**src/rtl/mem_access_sequencer_if.sv**
```systemverilog
// Decode/cache/memory signal bundle for mem_access_sequencer.
// The statistics counters exist only when MEM_STATS_EN is defined.
// master: the sequencer (drives control, samples decode and cache status).
// slave : the pipeline/cache side (drives decode and cache status).
// Handshake: there is no valid/ready pair. A memory instruction is "offered" while
// is_load|is_store is high in an IDLE cycle, and it is "accepted" (retired) in the
// cycle pc_we is high. The offering side must hold the decode inputs stable until
// it sees pc_we.
interface mem_access_sequencer_if;
  logic        is_load;
  logic        is_store;
  logic        is_byte;
  logic        cache_hit;
  logic        victim_dirty;
  logic        pc_we;
  logic        reg_we_mem;
  logic        cache_we;
  logic        cache_byte;
  logic        cache_fill;
  logic        mem_re;
  logic        mem_we;
  logic        mem_addr_sel;
  logic        busy;
  logic [1:0]  seq_state;     // debug view of the sequencer FSM state
`ifdef MEM_STATS_EN
  logic [31:0] hit_count;
  logic [31:0] miss_count;
  logic [31:0] wb_count;
`endif

  modport master (
    input  is_load, is_store, is_byte, cache_hit, victim_dirty,
    output pc_we, reg_we_mem, cache_we, cache_byte, cache_fill,
    output mem_re, mem_we, mem_addr_sel, busy, seq_state
`ifdef MEM_STATS_EN
    , output hit_count, miss_count, wb_count
`endif
  );

  modport slave (
    output is_load, is_store, is_byte, cache_hit, victim_dirty,
    input  pc_we, reg_we_mem, cache_we, cache_byte, cache_fill,
    input  mem_re, mem_we, mem_addr_sel, busy, seq_state
`ifdef MEM_STATS_EN
    , input hit_count, miss_count, wb_count
`endif
  );
endinterface

```
**src/rtl/mem_access_sequencer.sv**
```systemverilog
// Multi-cycle sequencer for LW/SW/LB/SB.
// A cache hit retires in one cycle. A miss stalls the PC, writes back a dirty
// victim if there is one (WRITEBACK), refills the line (REFILL), and then
// re-evaluates the held instruction in IDLE.
// Optional feature macro: MEM_STATS_EN adds the hit/miss/writeback counters.
module mem_access_sequencer #(
  parameter int MEM_LATENCY = 4,
  parameter int CNT_W       = $clog2(MEM_LATENCY + 1)
) (
  input logic                    clk,
  input logic                    rst_b,
  mem_access_sequencer_if.master bus
);

  typedef enum logic [1:0] {
    IDLE      = 2'd0,
    WRITEBACK = 2'd1,
    REFILL    = 2'd2
  } state_t;

  localparam logic [CNT_W-1:0] CNT_RELOAD = CNT_W'(MEM_LATENCY - 1);

  state_t           state;
  logic [CNT_W-1:0] cnt;
  logic             mem_inst;
  logic             idle_miss;
  logic             last_xfer;

  assign mem_inst  = bus.is_load | bus.is_store;
  assign idle_miss = (state == IDLE) & mem_inst & ~bus.cache_hit;
  assign last_xfer = (cnt == '0);
  assign bus.seq_state = state;

  // State and latency counter. Decode inputs only influence the IDLE decision.
  always_ff @(posedge clk) begin
    if (!rst_b) begin
      state <= IDLE;
      cnt   <= '0;
    end else begin
      case (state)
        IDLE: begin
          if (idle_miss) begin
            state <= bus.victim_dirty ? WRITEBACK : REFILL;
            cnt   <= CNT_RELOAD;
          end
        end
        WRITEBACK: begin
          if (last_xfer) begin
            state <= REFILL;
            cnt   <= CNT_RELOAD;
          end else begin
            cnt <= cnt - CNT_W'(1);
          end
        end
        REFILL: begin
          if (last_xfer) state <= IDLE;
          else           cnt   <= cnt - CNT_W'(1);
        end
        default: begin
          state <= IDLE;
          cnt   <= '0;
        end
      endcase
    end
  end

  // Control outputs. A hit must retire in the cycle the decode arrives, so the
  // IDLE outputs depend on the live decode inputs; every output is held low
  // whenever rst_b is low.
  always_comb begin
    bus.pc_we        = 1'b0;
    bus.reg_we_mem   = 1'b0;
    bus.cache_we     = 1'b0;
    bus.cache_byte   = 1'b0;
    bus.cache_fill   = 1'b0;
    bus.mem_re       = 1'b0;
    bus.mem_we       = 1'b0;
    bus.mem_addr_sel = 1'b0;
    bus.busy         = 1'b0;
    if (rst_b) begin
      bus.busy = (state != IDLE);
      case (state)
        IDLE: begin
          if (!mem_inst) begin
            bus.pc_we = 1'b1;
          end else if (bus.cache_hit) begin
            bus.pc_we      = 1'b1;
            bus.cache_byte = bus.is_byte;
            // A simultaneous load+store decode is treated as a store.
            if (bus.is_store) bus.cache_we   = 1'b1;
            else              bus.reg_we_mem = 1'b1;
          end
        end
        WRITEBACK: begin
          bus.mem_we       = 1'b1;
          bus.mem_addr_sel = 1'b1;
        end
        REFILL: begin
          bus.mem_re     = 1'b1;
          bus.cache_fill = last_xfer;
        end
        default: ;
      endcase
    end
  end

`ifdef MEM_STATS_EN
  logic [31:0] hit_cnt;
  logic [31:0] miss_cnt;
  logic [31:0] wb_cnt;
  logic        retry;

  // Statistics. The retry flag marks the IDLE cycle right after a refill so the
  // completing access of a miss is not also counted as a hit.
  always_ff @(posedge clk) begin
    if (!rst_b) begin
      hit_cnt  <= '0;
      miss_cnt <= '0;
      wb_cnt   <= '0;
      retry    <= 1'b0;
    end else begin
      if (state == IDLE) begin
        retry <= 1'b0;
        if (mem_inst && bus.cache_hit && !retry) hit_cnt <= hit_cnt + 32'd1;
        if (idle_miss)                           miss_cnt <= miss_cnt + 32'd1;
        if (idle_miss && bus.victim_dirty)       wb_cnt <= wb_cnt + 32'd1;
      end
      if (state == REFILL && last_xfer) retry <= 1'b1;
    end
  end

  assign bus.hit_count  = hit_cnt;
  assign bus.miss_count = miss_cnt;
  assign bus.wb_count   = wb_cnt;
`endif

endmodule

```
**src/flat_wrapper.sv**
```systemverilog
// flat-port wrapper written by rule: the top's interface ports become plain ports
module mem_access_sequencer_flat 
#(
  parameter int MEM_LATENCY = 4,
  parameter int CNT_W       = $clog2(MEM_LATENCY + 1)
)
  (clk, rst_b, bus_is_load, bus_is_store, bus_is_byte, bus_cache_hit, bus_victim_dirty, bus_pc_we, bus_reg_we_mem, bus_cache_we, bus_cache_byte, bus_cache_fill, bus_mem_re, bus_mem_we, bus_mem_addr_sel, bus_busy, bus_seq_state);
  mem_access_sequencer_if bus_i ();
  input logic clk;
  input logic rst_b;
  input wire logic [$bits(bus_i.is_load)-1:0] bus_is_load;
  input wire logic [$bits(bus_i.is_store)-1:0] bus_is_store;
  input wire logic [$bits(bus_i.is_byte)-1:0] bus_is_byte;
  input wire logic [$bits(bus_i.cache_hit)-1:0] bus_cache_hit;
  input wire logic [$bits(bus_i.victim_dirty)-1:0] bus_victim_dirty;
  output wire logic [$bits(bus_i.pc_we)-1:0] bus_pc_we;
  output wire logic [$bits(bus_i.reg_we_mem)-1:0] bus_reg_we_mem;
  output wire logic [$bits(bus_i.cache_we)-1:0] bus_cache_we;
  output wire logic [$bits(bus_i.cache_byte)-1:0] bus_cache_byte;
  output wire logic [$bits(bus_i.cache_fill)-1:0] bus_cache_fill;
  output wire logic [$bits(bus_i.mem_re)-1:0] bus_mem_re;
  output wire logic [$bits(bus_i.mem_we)-1:0] bus_mem_we;
  output wire logic [$bits(bus_i.mem_addr_sel)-1:0] bus_mem_addr_sel;
  output wire logic [$bits(bus_i.busy)-1:0] bus_busy;
  output wire logic [$bits(bus_i.seq_state)-1:0] bus_seq_state;
  assign bus_i.is_load = bus_is_load;
  assign bus_i.is_store = bus_is_store;
  assign bus_i.is_byte = bus_is_byte;
  assign bus_i.cache_hit = bus_cache_hit;
  assign bus_i.victim_dirty = bus_victim_dirty;
  assign bus_pc_we = bus_i.pc_we;
  assign bus_reg_we_mem = bus_i.reg_we_mem;
  assign bus_cache_we = bus_i.cache_we;
  assign bus_cache_byte = bus_i.cache_byte;
  assign bus_cache_fill = bus_i.cache_fill;
  assign bus_mem_re = bus_i.mem_re;
  assign bus_mem_we = bus_i.mem_we;
  assign bus_mem_addr_sel = bus_i.mem_addr_sel;
  assign bus_busy = bus_i.busy;
  assign bus_seq_state = bus_i.seq_state;
  mem_access_sequencer #(.MEM_LATENCY(MEM_LATENCY), .CNT_W(CNT_W)) u_core (.clk(clk), .rst_b(rst_b), .bus(bus_i));
endmodule
```
**config.mk**
```make
export PLATFORM = sky130hd
export DESIGN_NAME = mem_access_sequencer_flat
export DESIGN_NICKNAME = d
export VERILOG_FILES = /design/src/rtl/mem_access_sequencer_if.sv /design/src/rtl/mem_access_sequencer.sv /design/src/flat_wrapper.sv
export SDC_FILE = /design/constraint.sdc
export NUM_CORES = 1
export LEC_CHECK = 0
export BUFFER_PORTS_ARGS = -buffer_cell sky130_fd_sc_hd__buf_4
export CORE_AREA = 2 2 39 41
export DETAILED_ROUTE_END_ITERATION = 12
export DIE_AREA = 0 0 41 43
export PLACE_DENSITY_LB_ADDON = 0.3
export SYNTH_ARGS = -nofsm -noshare
export SYNTH_HDL_FRONTEND = slang
export SYNTH_SLANG_ARGS = --single-unit
export TNS_END_PERCENT = 5
```
**constraint.sdc**
```tcl
create_clock -name clk -period 3.5 [get_ports clk]
set_input_delay 0.35 -clock clk [delete_from_list [all_inputs] [get_ports clk]]
set_output_delay 0.35 -clock clk [all_outputs]
set_load 0.01 [all_outputs]
```
After elaboration in Yosys (flattened, before gate mapping)
Cells that the tools add are included.
{"block": "totals", "in_bits": 7, "regBits": 5, "output_inout_bits": 11}
{"block": "classes", "addsub": 1, "reduce_logical": 5, "n_mux": 34, "eq_ne": 6, "n_bitwise": 4}
{"op": "$mux 1", "count": 25}
{"op": "$mux 3", "count": 3}
{"op": "$pmux 3 s3", "count": 1}
{"op": "$mux 2", "count": 4}
{"op": "$ne 2x1->1 const B", "count": 3}
{"op": "$pmux 2 s3", "count": 1}
{"op": "$logic_not 3->1", "count": 1}
{"op": "$reduce_and 3->1", "count": 1}
{"op": "$sub 3x1->3 const B", "count": 1}
{"op": "$and 1x1->1", "count": 2}
{"op": "$eq 2x1->1 const B", "count": 1}
{"op": "$eq 2x2->1 const B", "count": 1}
{"op": "$logic_not 2->1", "count": 1}
{"op": "$ne 2x2->1 const B", "count": 1}
{"op": "$reduce_and 2->1", "count": 1}
{"op": "$reduce_bool 2->1", "count": 1}
{"op": "$not 1->1", "count": 1}
{"op": "$or 1x1->1", "count": 1}

Logic depth before layout (Yosys ltp)
Gate-level depths: netlist (run 1).
{"block": "logic_depth", "depth_word": 5, "ltp_mapped": 6, "ltp_nobuf": 6}

Worst setup path before layout (run 1)
OpenSTA, ideal clock, no wires.
{"block": "synth_timing", "kind": "register -> output", "from": "register u_core.state[0], in the netlist u_core.bus.seq_state[0]", "to": "output bus_mem_we", "n_path_buf": 1, "stages_incl_launch_ff": 4, "arrival_ps": 1165, "t_required_ps": 3150, "path_slack_ps": 1985, "cell_sequence": "dfxtp_1 > inv_1 > nor3_1 > buf_4"}
{"block": "synth_between", "elab_chain_len": 3}
{"item": "start: declaration", "line_no": "mem_access_sequencer.sv:23", "rtl": "state_t state;"}
{"item": "start signal: assignment", "line_no": "mem_access_sequencer.sv:43", "rtl": "state <= bus.victim_dirty ? WRITEBACK : REFILL;"}
{"item": "$eq 2x1->1"}
{"item": "$mux 1 (2 in series)"}
{"item": "end: declaration", "line_no": "flat_wrapper.sv:22", "rtl": "output wire logic [$bits(bus_i.mem_we)-1:0] bus_mem_we;"}
No other way between the ends.

Worst setup path in the final report (run 1)
{"block": "layout_timing", "from": "register u_core.state[1], in the netlist u_core.bus.seq_state[1]", "to": "output bus_reg_we_mem"}
{"block": "layout_between", "elab_chain_len": 3}
{"item": "$logic_not 2->1", "line_no": "mem_access_sequencer.sv:82", "rtl": "case (state)"}
{"item": "$mux 1", "line_no": "mem_access_sequencer.sv:82"}
{"item": "$mux 1", "line_no": "mem_access_sequencer.sv:80", "rtl": "if (rst_b) begin"}
{"item": "end: declaration", "line_no": "flat_wrapper.sv:17", "rtl": "output wire logic [$bits(bus_i.reg_we_mem)-1:0] bus_reg_we_mem;"}
No other way between the ends.

==> flow_summary.ini, run 1 <==
[routing]
vias_per_cell = 4.84
topRoutingLayerUsed = met4
wirelength_met1_um = 444
vias = 411
met2_length_um = 459
drt_iter0_drc = 19
routed_wl_um = 969
met3_length_um = 53
wl_per_cell_um = 11.4
ant_nets = 0
drc_errors = 0
first_pass_iters = 4

[cells_and_area]
layout.cells.non_filler = 85
nNetsFinal = 79
seqCellArea_um2 = 100
final_core_util_pct = 40.1
nFillCells = 151
antenna_cells = 0
drive_gt1_share_pct = 40.6
multi_input_area_um2 = 262
syn_to_final_growth_pct = 38.9

[placed_design]
io_buffers = 17
dp_hpwl_um = 763
gp_congestion = 0.700
dp_slack_ns = 1.96
dp.cells = 81

[timing]
setup-violations-final = 0
fin_skew_ns = 0.00255
fin_setup_tns_ns = 0
slew_headroom_pct = 74.0
tightest_slew_ns = 0.390
min_period_over_period_pct = 50.8
period_needed_ns = 1.78
layout_setup_ws_ns = 1.72
drv_slew = 0
rsz0062_at_grt = no
hold_violations = 0
timing.fmax_mhz = 563

[yosys]
synth_xor_area_share_pct = 0
synth_top_area_cell = dfxtp_1
synth_warnings = 0
synthFlopType = dfxtp_1
synth_fa_ha_area_share_pct = 6.27
synth_common_cells = dfxtp_1 (5), inv_1 (5), nand2_1 (5), nor2_1 (5)
syn_nets = 59
synth.area.top_cells = dfxtp_1 (25%), ha_1 (6.3%), a22oi_4 (5.3%), inv_1 (4.7%), nand2_1 (4.7%)
syn-instance-count = 50
synth_compound_area_share_pct = 27.9
synth_async_sr_flop_share_pct = 0
synth_top_family_by_area = simple AND/OR/NAND/NOR gates
synth_top_area_share_pct = 25.1
syn_area_per_cell_um2 = 7.98
synth-edff-count = 0
ys_seq_area_share_pct = 25.1
ys_ff_latch = 5
syn_area_um2 = 399
synthMuxAreaShare_pct = 0
synthSimpleGateAreaFrac_pct = 31.3
synth.distinct_cells = 27

[die]
core_area_mm2 = 0.00138
floorplan.initialDensity_pct = 28.8
num_rows = 14
die_height_um = 43
fp.dieArea_mm2 = 0.00176
die_x_um = 41
top_level_ports = 18

[setup_path]
regToRegStartpoint = u_core.cnt[0]$_SDFFE_PN0P_
endpoint_kind = output pin
crit_start = u_core.bus.seq_state[1]$_SDFFE_PN0P_
arrival_ns = 1.43
crit_required_ns = 3.15
crit_type = flip-flop to output pin
cp_max_fo = 10
start_kind = flip-flop
r2r_slack_ns = 2.07

[pwr]
powerDensity_mw_per_mm2 = 538
ir_drop_uv = 152
p_leak_nw = 0.255

[grt]
grt_use_total_pct = 11.7
grt_antenna_before_repair = 0
overflow = 0
grt_pass1_wl_um = 1410
first_global_vias = 340
grt_max_degree = 11

[min_path]
hold_path.class = primary input to flip-flop
hold_path_startpoint = bus_victim_dirty

[flow_run]
cap_violations = 0

[clock_network]
cts_tree = done
cts_buffer_depth = 2
cts_sinks = 5
cts_max_level = 1
ctsHoldBuffers = 0
post_cts_buffers = 0
cts_resized = 0
path_clk_slew_ns = 0.04
cts_made_buffers = 3
root_buffer = clkbuf_4
clk_latency_ns = 0.24

[run_status]
status = completed
per-layer routing:
layer / up-vias / global-route usage (%)
met4: 0 / 6.00
met3: 2 / 3.14
met2: 17 / 16.6
li1: 211 / -
met5: - / 0
met1: 181 / 15.6
kinds of logic after synthesis:
kind of cell / after synthesis
AOI/OAI and AO/OA: 14
buffers and inverters: 7
and+or+nand+nor: 22
adders and majority gates: 2
DFF: 5
flip-flops by register name (all words and copies together), names as in the netlist:
name and cells:
u_core.cnt 3, u_core.bus.seq_state 2
through the flow:
| stage | instance area, um2 | hold slack (ns) | power, mW |
|---|---|---|---|
| after floorplan | 399 | 0.474 | 0.190 |
| after CTS | 554 | 0.406 | 0.298 |
| final | 554 | 0.405 | 0.298 |
| after global routing | 554 | 0.425 | 0.317 |
| after detailed placement | 528 | 0.520 | 0.230 |
| after global placement | 528 | 0.509 | 0.228 |
path summary, 6_finish.rpt:
path | end | cells after the start
max | bus_reg_we_mem | 4
min | u_core.bus.seq_state[0]$_SDFFE_PN0P_ | 3
max reg2reg | u_core.cnt[2]$_SDFFE_PN0P_ | 6
min reg2reg | u_core.cnt[1]$_SDFFE_PN0P_ | 2
cells in the final DEF (no fill, tap or decap), types with 2 or more instances in the layout:
cell type,netlist,layout
buf_4,1,17
inv_1,5,5
nor2_1,5,5
nand2_1,5,5
dfxtp_1,5,5
o21ai_0,3,3
a21oi_1,3,3
clkbuf_4,0,3
nor3_1,2,2
nand3_1,2,2
ha_1,2,2
worst max-delay path, stage by stage (launching register included):
cell and delay (ns):
dfxtp_1 0.42, nor2_4 0.25, nand3_1 0.15, nor3b_1 0.22
buf_4 0.15
area by class of cell:
cell class | count | share of cell area, %
Timing Repair Buffer | 17 | 23.0
Multi-Input combinational cell | 38 | 47.2
Clock buffer | 4 | 4.74
Sequential cell | 5 | 18.1
Inverter | 5 | 3.39
Tap cell | 16 | 3.61
power by group:
group	internal (mW)	switching (mW)	leakage, nW	total (mW)
Clock	0.0432	0.0245	0.0150	0.0677
Sequential	0.0698	0.0170	0.0414	0.0867
Combinational	0.0663	0.0772	0.199	0.144
Total	0.179	0.119	0.255	0.298
Note: power is estimated with default switching activity, not from simulation.
==> run 2: changes to the inputs <==
- clock period: 3.5 -> 1.5 ns (I/O delays scaled with it)
==> flow_summary.ini, run 2 (same netlist as run 1, synthesis figures left out) <==
[routing]
met2_length_um = 466
met3_length_um = 39
wirelength_met1_um = 450
wl_per_cell_um = 11.3
drt_iter0_drc = 3
vias_per_cell = 4.75
ant_nets = 0
topRoutingLayerUsed = met4
vias = 413
routed_wl_um = 980
drc_errors = 0
first_pass_iters = 2

[timing]
rsz0062_at_grt = no
fin_skew_ns = 0.00901
whs_ns = 0.190
layout_setup_ws_ns = 0.0571
slew_headroom_pct = 74.9
setup-violations-final = 0
fin_setup_tns_ns = 0
hold_violations = 0
period_needed_ns = 1.44
timing.fmax_mhz = 693
min_period_over_period_pct = 96.2
drv_slew = 0
tightest_slew_ns = 0.376

[setup_path]
reg2reg_to = u_core.cnt[2]$_SDFFE_PN0P_
arrival_ns = 1.29
crit_required_ns = 1.35
r2r_cells = 6
endpoint_kind = output pin
crit_type = flip-flop to output pin
cp_max_fo = 4
r2r_slack_ns = 0.18
regToRegStartpoint = u_core.cnt[0]$_SDFFE_PN0P_
start_kind = flip-flop

[grt]
grt_pass1_wl_um = 1570
grt_use_total_pct = 13.2
overflow = 0
grt_antenna_before_repair = 0
first_global_vias = 372
grt_max_degree = 8

[placed_design]
gp_congestion = 0.739
dp_slack_ns = 0.117
io_buffers = 17
dp_hpwl_um = 780

[die]
num_rows = 14
die_x_um = 41
die_height_um = 43
floorplan.initialDensity_pct = 28.8
core_area_mm2 = 0.00138
fp.dieArea_mm2 = 0.00176
top_level_ports = 18

[cells_and_area]
layout_commonest_cell = buf_4
syn_to_final_growth_pct = 46.4
layout_common_cells = buf_4 (19), nor2_1 (5), nand2_1 (5)
drive_gt1_share_pct = 52.1
largest_register = u_core.cnt
largest_register_ffs = 3
nNetsFinal = 81
antenna_cells = 0

[clock_network]
clk_latency_ns = 0.25
ctsHoldBuffers = 0
cts_max_level = 1
cts_sinks = 5
cts_made_buffers = 3
cts_buffer_depth = 2
root_buffer = clkbuf_4
cts_tree = done
path_clk_slew_ns = 0.05

[min_path]
hold_end = u_core.bus.seq_state[0]$_SDFFE_PN0P_
hold_path.class = primary input to flip-flop
hold_path_startpoint = bus_victim_dirty
hold_path_depth = 3

[pwr]
p_leak_nw = 0.263
powerDensity_mw_per_mm2 = 1250
ir_drop_uv = 331

[flow_run]
cap_violations = 0

[run_status]
status = completed
run 2: stage by stage:
stage	cells	instance area, um2	utilization [%]	power, mW
3_3_place_gp	82	536	38.7	0.539
5_1_grt	87	584	42.2	0.782
2_1_floorplan	50	399	-	0.442
6_report	87	584	42.2	0.731
3_5_place_dp	82	536	38.7	0.540
4_1_cts	87	573	41.4	0.725
run 2: worst max-delay path: stages (launching register included):
cell and delay (ns):
dfxtp_2 0.34, inv_2 0.04, ha_2 0.17, and2b_4 0.18, and3_4 0.17, buf_4 0.13
run 2: where the power goes:
part           switching (mW)  internal (mW)  leakage (nW)  total [mW]
clock network          0.0617          0.101        0.0150       0.163
registers              0.0354          0.166        0.0423       0.202
logic                   0.190          0.176         0.206       0.366
run 2: worst max-delay path by stage:
| stage | startpoint | to | slack, ns | depth (start not counted) |
|---|---|---|---|---|
| after floorplan | u_core.bus.seq_state[0]$_SDFFE_PN0P_ | bus_mem_we | 0.19 | 3 |
| after global placement | u_core.cnt[0]$_SDFFE_PN0P_ | u_core.cnt[2]$_SDFFE_PN0P_ | 0.17 | 6 |
| after detailed placement | u_core.cnt[0]$_SDFFE_PN0P_ | u_core.cnt[2]$_SDFFE_PN0P_ | 0.12 | 6 |
| after CTS | u_core.cnt[0]$_SDFFE_PN0P_ | bus_cache_fill | 0.01 | 5 |
| after global routing | u_core.cnt[0]$_SDFFE_PN0P_ | bus_cache_fill | 0.03 | 5 |
| final | u_core.cnt[0]$_SDFFE_PN0P_ | bus_cache_fill | 0.06 | 5 |
run 2: per-layer routing:
| layer | vias up | GRT usage, % |
|---|---|---|
| met5 | - | 0 |
| met4 | 0 | 8.00 |
| met3 | 2 | 2.09 |
| met2 | 14 | 17.5 |
| met1 | 182 | 19.1 |
| li1 | 215 | - |
run 2: timing repair:
action	4_1_cts	5_1_grt
setup endpoints to repair	2	6
cloned	0	0
setup buffers	1	0
pin swaps	1	1
gates resized for setup	3	5
run 2: layout make-up:
cell class                 instances  area (um2)
sequential                         5         104
multi-input combinational         38         273
inverter                           5        18.8
timing repair buffer              19         143
fill                             146         800
tap                               16        20.0
clock buffer                       4        26.3
==> run 3: changes to the inputs <==
- BUFFER_PORTS_ARGS: -buffer_cell sky130_fd_sc_hd__buf_4 -> not set
- DONT_BUFFER_PORTS: not set -> 1
- clock period: 1.5 -> 1.53 ns (I/O delays scaled with it)
==> flow_summary.ini, run 3 (same netlist as run 1, synthesis figures left out) <==
[cells_and_area]
syn_to_final_growth_pct = 15.4
nFillCells = 148
nNetsFinal = 65
antenna_cells = 0
layout_common_cells = inv_1 (5), nor2_1 (5), nand2_1 (5), dfxtp_1 (5)
largest_register = u_core.cnt
drive_gt1_share_pct = 29.1
largest_register_ffs = 3

[routing]
drc_errors = 0
drt_iter0_drc = 2
wl_per_cell_um = 13.0
vias_per_cell = 5.14
vias = 365
ant_nets = 0
first_pass_iters = 4
routed_wl_um = 926

[grt]
grt_use_total_pct = 12.4
overflow = 0
grt_pass1_wl_um = 1410
grt_antenna_before_repair = 0
first_global_vias = 326
grt_max_degree = 8

[pwr]
p_int_uw = 384
p_comb_share_pct = 47.0
p_leak_nw = 0.186
ir_drop_uv = 309
p_seq_share_pct = 28.1
switching_power_uw = 269
powerDensity_mw_per_mm2 = 1420
p_total_uw = 653
clockPowerShare_pct = 24.9
switching_share_pct = 41.2

[timing]
rsz0062_at_grt = no
min_period_over_period_pct = 96.4
period_needed_ns = 1.47
hold_violations = 0
timing.fmax_mhz = 678
drv_slew = 0
whs_ns = 0.0710
setup-violations-final = 0
tightest_slew_ns = 0.362
fin_setup_tns_ns = 0
slew_headroom_pct = 75.8
layout_setup_ws_ns = 0.0550
fin_skew_ns = 0.00257

[setup_path]
arrival_ns = 1.32
endpoint_kind = output pin
crit_type = flip-flop to output pin
crit_required_ns = 1.38
start_kind = flip-flop
cp_max_fo = 4

[die]
fp.dieArea_mm2 = 0.00176
floorplan.initialDensity_pct = 28.8
die_x_um = 41
num_rows = 14
core_area_mm2 = 0.00138
top_level_ports = 18
die_height_um = 43

[placed_design]
gp_congestion = 0.775
dp_hpwl_um = 710
dp_slack_ns = 0.118
io_buffers = 0

[run_status]
status = completed

[clock_network]
clk_latency_ns = 0.25
cts_made_buffers = 3
cts_tree = done
path_clk_slew_ns = 0.05
cts_sinks = 5
root_buffer = clkbuf_4
ctsHoldBuffers = 0
cts_max_level = 1
cts_buffer_depth = 2

[flow_run]
cap_violations = 0

[min_path]
hold_path.class = primary input to flip-flop
## run 3: cell count changes in the layout (fill, tap and decap cells not counted), moves of 2 or more
cell,previous run,this run
inv_1,3,5
inv_2,2,0
buf_4,19,3
dfxtp_1,2,5
dfxtp_2,3,0
## run 3: worst paths after layout
kind,from,cells past startpoint,to,slack [ns]
setup / recovery,u_core.cnt[0]$_SDFFE_PN0P_,4,bus_cache_fill,0.06
hold / removal,bus_victim_dirty,2,u_core.bus.seq_state[0]$_SDFFE_PN0P_,0.07
setup reg to reg,u_core.cnt[0]$_SDFFE_PN0P_,6,u_core.cnt[2]$_SDFFE_PN0P_,0.09
hold reg to reg,u_core.cnt[1]$_SDFFE_PN0P_,2,u_core.cnt[1]$_SDFFE_PN0P_,0.51
## run 3: layout make-up
class / instances / area [um2] / area share, %
Multi-Input combinational cell: 38 / 273 / 59.2
Sequential cell: 5 / 100 / 21.7
Tap cell: 16 / 20.0 / 4.35
Inverter: 5 / 18.8 / 4.08
Clock buffer: 4 / 26.3 / 5.71
Timing Repair Buffer: 3 / 22.5 / 4.89
## run 3: power by group through the flow
stage | registers, mW | clock network (mW) | logic [mW]
after floorplan | 0.186 | 0 | 0.248
after global placement | 0.186 | 0 | 0.295
after detailed placement | 0.186 | 0 | 0.296
after CTS | 0.183 | 0.167 | 0.300
after global routing | 0.186 | 0.180 | 0.335
final | 0.183 | 0.163 | 0.307
## run 3: timing repair
action	in CTS	in global routing
setup endpoints to repair	0	2
setup buffers	0	0
resized for setup	0	2
hold endpoints to repair	0	0
## run 3: per-layer routing
layer  wire length, um  global-route usage (%)
met4                14                    12.0
met3                63                    5.76
met2               409                    15.6
met5                 0                       0
met1               438                    14.4
## run 3: worst max-delay path, stage by stage (launching register included)
cell	delay, ns
dfxtp_1	0.35
inv_1	0.07
ha_1	0.21
and2b_4	0.19
and3_2	0.24
## run 3: per-stage QoR
step,utilization (%),std cells,cell area [um2]
6_report,33.3,71,460
5_1_grt,33.3,71,460
4_1_cts,32.5,71,449
3_5_place_dp,30.6,67,423
3_3_place_gp,30.6,67,423
2_1_floorplan,-,50,399
